## src/rtl/game_status_manager.sv

```systemverilog
// Game-level state for the space shooter: score, lives, kill count and phase.
// Per-pixel collision levels are folded into one event per kind per frame and
// committed on startOfFrame; all outputs are registered except the decodes.
module game_status_manager #(
    parameter int unsigned INIT_LIVES      = 3,
    parameter int unsigned LIVES_W         = 2,
    parameter int unsigned SCORE_W         = 12,
    parameter int unsigned POINTS_PER_KILL = 10,
    parameter int unsigned MONSTER_COUNT   = 24,
    parameter int unsigned KILL_W          = 5,
    parameter int unsigned COOLDOWN_FRAMES = 60
) (
    input  logic               clk,
    input  logic               resetN,
    input  logic               startOfFrame,
    input  logic               startKey,
    input  logic               monsterKill,
    input  logic               shipHit,
    input  logic               collisionGameOver,
    output logic [SCORE_W-1:0] score,
    output logic [LIVES_W-1:0] lives,
    output logic [KILL_W-1:0]  kills,
    output logic [2:0]         phase,
    output logic               gameActive,
    output logic               newGamePulse,
    output logic               lifeLostPulse,
    output logic               shipBlink
);

    // Counter needs bit 2 for the blink even with a tiny cooldown.
    localparam int unsigned CNT_W = ($clog2(COOLDOWN_FRAMES) < 3) ? 3 : $clog2(COOLDOWN_FRAMES);

    typedef enum logic [2:0] {
        StIdle     = 3'd0,
        StPlaying  = 3'd1,
        StCooldown = 3'd2,
        StGameOver = 3'd3,
        StWin      = 3'd4
    } phase_e;

    phase_e             phase_q, phase_d;
    logic [SCORE_W-1:0] score_q, score_d;
    logic [LIVES_W-1:0] lives_q, lives_d;
    logic [KILL_W-1:0]  kills_q, kills_d;
    logic [CNT_W-1:0]   cnt_q, cnt_d;
    logic               kill_l_q, kill_l_d;
    logic               hit_l_q, hit_l_d;
    logic               over_l_q, over_l_d;
    logic               start_key_q, start_key_d;
    logic               new_game_q, new_game_d;
    logic               life_lost_q, life_lost_d;

    logic               start_rise;
    logic [SCORE_W:0]   score_sum;
    logic [SCORE_W-1:0] score_sat;
    logic [KILL_W-1:0]  kills_inc;
    logic               game_lost;

    assign start_rise = startKey & ~start_key_q;
    assign score_sum  = {1'b0, score_q} + (SCORE_W+1)'(POINTS_PER_KILL);
    assign score_sat  = score_sum[SCORE_W] ? '1 : score_sum[SCORE_W-1:0];
    assign kills_inc  = (kills_q < KILL_W'(MONSTER_COUNT)) ? kills_q + KILL_W'(1) : kills_q;

    // Next-state: event latching, frame commit and new-game handling.
    always_comb begin
        phase_d     = phase_q;
        score_d     = score_q;
        lives_d     = lives_q;
        kills_d     = kills_q;
        cnt_d       = cnt_q;
        start_key_d = startKey;
        new_game_d  = 1'b0;
        life_lost_d = 1'b0;
        game_lost   = 1'b0;
        // A level seen in the commit cycle itself belongs to the next frame.
        kill_l_d    = startOfFrame ? monsterKill       : (kill_l_q | monsterKill);
        hit_l_d     = startOfFrame ? shipHit           : (hit_l_q | shipHit);
        over_l_d    = startOfFrame ? collisionGameOver : (over_l_q | collisionGameOver);

        unique case (phase_q)
            StIdle, StGameOver, StWin: begin
                if (start_rise) begin
                    phase_d    = StPlaying;
                    score_d    = '0;
                    lives_d    = LIVES_W'(INIT_LIVES);
                    kills_d    = '0;
                    cnt_d      = '0;
                    kill_l_d   = 1'b0;
                    hit_l_d    = 1'b0;
                    over_l_d   = 1'b0;
                    new_game_d = 1'b1;
                end
            end
            StPlaying, StCooldown: begin
                if (startOfFrame) begin
                    if (kill_l_q) begin
                        score_d = score_sat;
                        kills_d = kills_inc;
                    end
                    if (over_l_q) begin
                        phase_d   = StGameOver;
                        game_lost = 1'b1;
                    end else if (hit_l_q && (phase_q == StPlaying)) begin
                        if (lives_q != '0) begin
                            lives_d     = lives_q - LIVES_W'(1);
                            life_lost_d = 1'b1;
                        end
                        if (lives_q <= LIVES_W'(1)) begin
                            phase_d   = StGameOver;
                            game_lost = 1'b1;
                        end else begin
                            phase_d = StCooldown;
                            cnt_d   = CNT_W'(COOLDOWN_FRAMES - 1);
                        end
                    end else if (phase_q == StCooldown) begin
                        if (cnt_q == '0) begin
                            phase_d = StPlaying;
                        end else begin
                            cnt_d = cnt_q - CNT_W'(1);
                        end
                    end
                    if (kill_l_q && (kills_inc == KILL_W'(MONSTER_COUNT)) && !game_lost) begin
                        phase_d = StWin;
                    end
                end
            end
            default: phase_d = StIdle;
        endcase
    end

    // State registers with asynchronous active-low reset.
    always_ff @(posedge clk or negedge resetN) begin
        if (!resetN) begin
            phase_q     <= StIdle;
            score_q     <= '0;
            lives_q     <= LIVES_W'(INIT_LIVES);
            kills_q     <= '0;
            cnt_q       <= '0;
            kill_l_q    <= 1'b0;
            hit_l_q     <= 1'b0;
            over_l_q    <= 1'b0;
            start_key_q <= 1'b0;
            new_game_q  <= 1'b0;
            life_lost_q <= 1'b0;
        end else begin
            phase_q     <= phase_d;
            score_q     <= score_d;
            lives_q     <= lives_d;
            kills_q     <= kills_d;
            cnt_q       <= cnt_d;
            kill_l_q    <= kill_l_d;
            hit_l_q     <= hit_l_d;
            over_l_q    <= over_l_d;
            start_key_q <= start_key_d;
            new_game_q  <= new_game_d;
            life_lost_q <= life_lost_d;
        end
    end

    assign score         = score_q;
    assign lives         = lives_q;
    assign kills         = kills_q;
    assign phase         = phase_q;
    assign gameActive    = (phase_q == StPlaying) || (phase_q == StCooldown);
    assign newGamePulse  = new_game_q;
    assign lifeLostPulse = life_lost_q;
    assign shipBlink     = (phase_q == StCooldown) && cnt_q[2];

endmodule
```

## config.mk

```make
export PLATFORM = sky130hd
export DESIGN_NAME = game_status_manager
export DESIGN_NICKNAME = d
export VERILOG_FILES = /design/src/rtl/game_status_manager.sv
export SDC_FILE = /design/constraint.sdc
export NUM_CORES = 1
export LEC_CHECK = 0
export BUFFER_PORTS_ARGS = -buffer_cell sky130_fd_sc_hd__clkbuf_2
export CAP_MARGIN = 20
export CELL_PAD_IN_SITES_DETAIL_PLACEMENT = 1
export CELL_PAD_IN_SITES_GLOBAL_PLACEMENT = 1
export CORE_UTILIZATION = 46
export CTS_CLUSTER_DIAMETER = 200
export CTS_CLUSTER_SIZE = 14
export DETAILED_ROUTE_END_ITERATION = 7
export PLACE_DENSITY = 0.94
export SLEW_MARGIN = 20
export SYNTH_ARGS = -nofsm -noshare
export SYNTH_HDL_FRONTEND = slang
export SYNTH_SLANG_ARGS = --single-unit
```

## constraint.sdc

```tcl
create_clock -name clk -period 3.85 [get_ports clk]
set_input_delay 0.77 -clock clk [delete_from_list [all_inputs] [get_ports clk]]
set_output_delay 0.77 -clock clk [all_outputs]
set_load 0.05 [all_outputs]
```

After elaboration in Yosys (flattened, before gate mapping)
Index checks and enable logic that the tools add are counted.
{"block": "classes", "n_addsub": 4, "magnitude_cmp": 2, "eq_ne": 16, "n_mux": 54, "n_bitwise": 5, "n_reduce_logical": 16}
{"operator": "$mux W12", "count": 4}
{"operator": "$mux W6", "count": 7}
{"operator": "$pmux W12 S2", "count": 1}
{"operator": "$mux W1", "count": 22}
{"operator": "$mux W3", "count": 7}
{"operator": "$mux W5", "count": 4}
{"operator": "$add A12 B4 Y13 const B", "count": 1}
{"operator": "$ne A2 B2 Y1 const B", "count": 6}
{"operator": "$pmux W6 S2", "count": 1}
{"operator": "$mux W2", "count": 5}
{"operator": "$ne A5 B5 Y1 const B", "count": 2}
{"operator": "$pmux W5 S2", "count": 1}
{"operator": "$ne A3 B3 Y1 const B", "count": 3}
{"operator": "$reduce_and A4 Y1", "count": 2}
{"operator": "$reduce_and A7 Y1", "count": 1}
{"operator": "$eq A3 B2 Y1 const B", "count": 2}
{"operator": "$logic_not A6 Y1", "count": 1}
{"operator": "$pmux W3 S2", "count": 1}
{"operator": "$reduce_and A6 Y1", "count": 1}
{"operator": "$sub A6 B1 Y6 const B", "count": 1}
{"operator": "$add A5 B1 Y5 const B", "count": 1}
{"operator": "$eq A5 B5 Y1 const B", "count": 1}
{"operator": "$lt A5 B5 Y1 const B", "count": 1}
{"operator": "$logic_and A1 B1 Y1", "count": 4}
{"operator": "14 further kinds", "count": 17}
{"block": "word_totals", "regBits": 34, "inputBits": 7, "output_inout_bits": 26, "elab_cells": 108}

Depth between registers and ports, before layout
{"block": "logic_depth", "word_depth": 11, "depth_mapped": 8}

Worst setup path after synthesis
Ideal clock, no wire load.
{"block": "synth_path", "kind": "register -> output", "start": "register phase_q[0] (netlist: phase[0])", "end": "output port shipBlink", "arrival_ps": 1595, "slack_ps": 1485, "stages_incl_launch_ff": 4, "cell_sequence": "dfrtp_1 -> buf_6 -> nor3b_1 -> and2_1"}
{"block": "synth_between", "elab_chain_cells": 2}
{"item": "start, declared", "line_no": "41", "text": "phase_e phase_q, phase_d;"}
{"item": "start signal, assigned", "line_no": "134", "text": "phase_q <= StIdle;"}
{"item": "start signal, assigned", "line_no": "146", "text": "phase_q <= phase_d;"}
{"item": "$eq A3 B2 Y1", "line_no": "167", "text": "assign shipBlink = (phase_q == StCooldown) && cnt_q[2];"}
{"item": "$logic_and A1 B1 Y1", "line_no": "167"}
{"item": "end, declared", "line_no": "27", "text": "output logic shipBlink"}
Every way passes these cells.

Worst setup path in the final report
{"block": "layout_path", "start": "register phase_q[1] (netlist: phase[1])", "end": "output port gameActive"}
{"block": "layout_between", "elab_chain_cells": 2, "elab_cells_between_ends": 3, "classes_between": "2 x eq/ne; 1 x reduce/logical"}
{"item": "$eq A3 B1 Y1 / $eq A3 B2 Y1 (equally long branches)", "line_no": "164", "text": "assign gameActive = (phase_q == StPlaying) || (phase_q == StCooldown);"}
{"item": "$logic_or A1 B1 Y1 (*)", "line_no": "164"}
{"item": "end, declared", "line_no": "24", "text": "output logic gameActive,"}
Every way passes the cells marked *; elsewhere a longest branch is shown, timed or not.

==> impl_summary.log <==
INFO  metric drt_pass1_iterations = 4
INFO  metric yosys_register_bits = 34
INFO  metric result_of_the_run = finished clean
INFO  metric yosys_most_used_dff = dfrtp_1
INFO  metric setup_viol = 0
INFO  metric grt_pass1_wl = 10.2 mm
INFO  metric power_leakage = 1.07 nW
INFO  metric die_width = 69.8 µm
INFO  metric postCtsResizedCells = 0
INFO  metric vdd.ir_drop.worst = 0.614 mV
INFO  metric ctsHoldBuffers = 0
INFO  metric drt-initial-drc-count = 116
INFO  metric placement_rows = 24
INFO  metric path_clk_slew = about 0.07 ns
INFO  metric postCtsSetupBuffers = 0
INFO  metric timing.critical_path.from_type = register
INFO  metric globalRouteTotalUtil = roughly a quarter
INFO  metric cp_top_family = flip-flops
INFO  metric drt-vias-per-instance = about 6.2
INFO  metric synth.cell_area = 0.00211 mm²
INFO  metric layout-drive-gt1-share = 21.6%
INFO  metric timing.critical_path.arrival = 2.03 ns
INFO  metric timing.critical_path.buf_inv = 2
INFO  metric timing.critical_path.fanout_max = 16
INFO  metric fin_nets = 281
INFO  metric floorplan.io_pins = 33
INFO  metric dp_hpwl = 4.20 mm
INFO  metric drt-wirelength-per-cell = 18.6 µm
INFO  metric cell_at_the_root_of_the_clock_tree = clkbuf_8
INFO  metric timing_worst_slew_pin_value = about 0.90 ns
INFO  metric criticalPathCategory = register to output pin
INFO  metric fin_crit = roughly 2.8 ns
INFO  metric cap_violations = 0
INFO  metric overall_via_count_from_detail_route = 1986
INFO  metric fmaxAchievable = approximately 360 MHz
INFO  metric post-place-cells = ~310
INFO  metric synth_enable_flop_cells = 0
INFO  metric n_antenna_cell = 0
INFO  metric synthDominantCellAreaShare = 37.9%
INFO  metric hold_violations = 0
INFO  metric min_period_over_period = 72.7%
INFO  metric dieHeight = 69.8 µm
INFO  metric crit_path_top_delay_cell = dfrtp_1
INFO  metric synthesis.nets = 250
INFO  metric initial_core_util = between 40% and 50%
INFO  metric crit_path_cell_trace = xor2_1 > nand2b_1 > inv_1 > clkbuf_2
INFO  metric detail_route.drc_violations = 0
INFO  metric synth-async-reset-ratio = 100%
INFO  metric synth_area_leader_cell = dfrtp_1
INFO  metric grt-ovfl-total = 0
INFO  metric h-tree-depth = 2
INFO  metric synth_sequential_area_ratio = 40.4%
INFO  metric insertion_delay = 0.29 ns
INFO  metric drtAntennaViolNets = 0
INFO  metric rsz0062_at_grt = false
INFO  metric tns = 0 ns
INFO  metric crit_path_max_incr_delay = between 0.6 and 0.7 ns
INFO  metric worst_slew_margin_rel = 40.0%
INFO  metric postRouteWirelength = 5.98 mm
INFO  metric port_buffers = 32
INFO  metric place_congestion = 0.846
INFO  metric cts-root-to-sink-buffers = 2
INFO  metric fp.dieArea = 0.00487 mm²
INFO  metric finalClockSkew = about 0.0081 ns
INFO  metric syn_to_final_growth = 12.5%
INFO  metric endpoint_kind = output pin
INFO  metric cts.sink_count = 34
INFO  metric post_synth_inst_count = 237
INFO  metric ys_top_cells_by_area = dfrtp_1 38%, a21oi_1 6.2%, nor2_1 4.8%, o21ai_0 3.8%, ha_1 3.6%
INFO  metric cell_area_power_density = about 950 mW/mm²
INFO  metric standard_cell_core_area = 0.00438 mm²
INFO  metric final_cell_mix = 32 x dfrtp_1, 32 x clkbuf_2, 27 x nor2_1, 26 x a21oi_1, 16 x o21ai_0
INFO  metric pin_count_of_the_biggest_net_entering_global_routing = 35
INFO  metric antenna_found_initial = 0
INFO  metric n_fill_cell = 537
INFO  metric synth.yosys.warnings = 0
INFO  metric cp.required = 3.08 ns
INFO  metric final-instance-count-excl-fill = 321
INFO  metric synth_cell_type_count = 54
INFO  metric worstHoldPathType = register to register
INFO  metric cts_tree = built
INFO  metric synthesis.area_per_instance = about 9 µm²
INFO  metric max_slew_violations = 0
INFO  metric cts_buffers = 5
INFO  metric fin_hold_ws = slightly above 0.5 ns
INFO  metric post-route-util = 54.3%
INFO  metric first_global_vias = 2092
==> flip-flops by register name, summed over array words and instances, names as in the netlist <==
register,cells
phase,3
newGamePulse,1
lifeLostPulse,1
kill_l_q,1
over_l_q,1
kills,5
score,12
start_key_q,1
hit_l_q,1
cnt_q,6
lives,2
==> cells by family (layout without fill, tap and decap cells) <==
kind of cell,after synthesis,after routing,share of synthesized area [%]
simple gates,89,89,22.7
fa+ha+maj,6,6,3.55
buf+inv,21,53,4.97
xor+xnor,1,1,0.414
mux,5,5,2.66
flops,34,34,40.4
compound gates,81,81,25.4
==> final timing paths <==
| check | startpoint | end | slack [ns] | depth (start not counted) |
|---|---|---|---|---|
| worst min register to register | score[0] | score[0] | 0.51 | 2 |
| min in group asynchronous | resetN | kills[3] | 0.59 | 1 |
| worst min-delay path | score[0] | score[0] | 0.51 | 2 |
| worst max-delay path | phase[1] | gameActive | 1.05 | 4 |
| max in group asynchronous | resetN | cnt_q[0] | 2.69 | 1 |
| worst max register to register | phase[1] | kills[2] | 1.28 | 6 |
==> where the power goes <==
group          switching (mW)  internal (mW)
sequential              0.176          0.470
clock                   0.133          0.144
combinational           0.913          0.418
total                    1.22           1.03
==> cell type report <==
class | count | area (µm²) | area share [%]
multi-input combinational | 182 | 1160 | 48.6
tap | 52 | 65.1 | 2.74
timing repair buffer | 33 | 168 | 7.05
clock buffer | 7 | 86.3 | 3.63
sequential | 34 | 853 | 35.9
inverter | 12 | 45.0 | 1.89
clock inverter | 1 | 5.00 | 0.210
==> cell usage after synthesis, types with 2 or more instances <==
master	instances
and3_1	3
nand2b_1	11
or3_1	2
nand2_1	14
buf_2	3
nor2_1	27
nand4_1	3
nand3b_1	2
nand3_1	5
o22a_1	4
dfrtp_1	32
a31oi_1	8
o21ai_0	16
a32o_1	2
mux2_2	5
o211ai_1	2
a21oi_1	26
or4_1	2
nor3_1	6
o21ai_1	3
a21o_1	2
nor4_1	3
buf_6	3
inv_1	12
dfstp_2	2
ha_1	6
a41oi_1	3
clkbuf_1	3
o22ai_1	2
==> worst register-to-register path: cells and delay by family, from the launching register on <==
family          cells  cell delay, ns
xor+xnor            1            0.23
flops               1            0.65
simple gates        2            0.49
compound gates      3            1.05
==> metal layers <==
metal	wire length, µm	global-route usage, %	vias up
li1	-	-	931
met1	2620	34.1	977
met2	2920	43.3	57
met5	0	0	-
met4	184	12.4	0
met3	255	5.38	21
==> metrics by stage <==
step                power, mW  setup WS, ns  area, µm²
floorplan                1.66          1.49       2110
global placement         1.89          1.46       2290
detailed placement       1.96          1.33       2290
CTS                      2.25          1.06       2380
global route             2.41         0.906       2380
finish                   2.25          1.05       2380
Power figures use the tool's default switching activity.
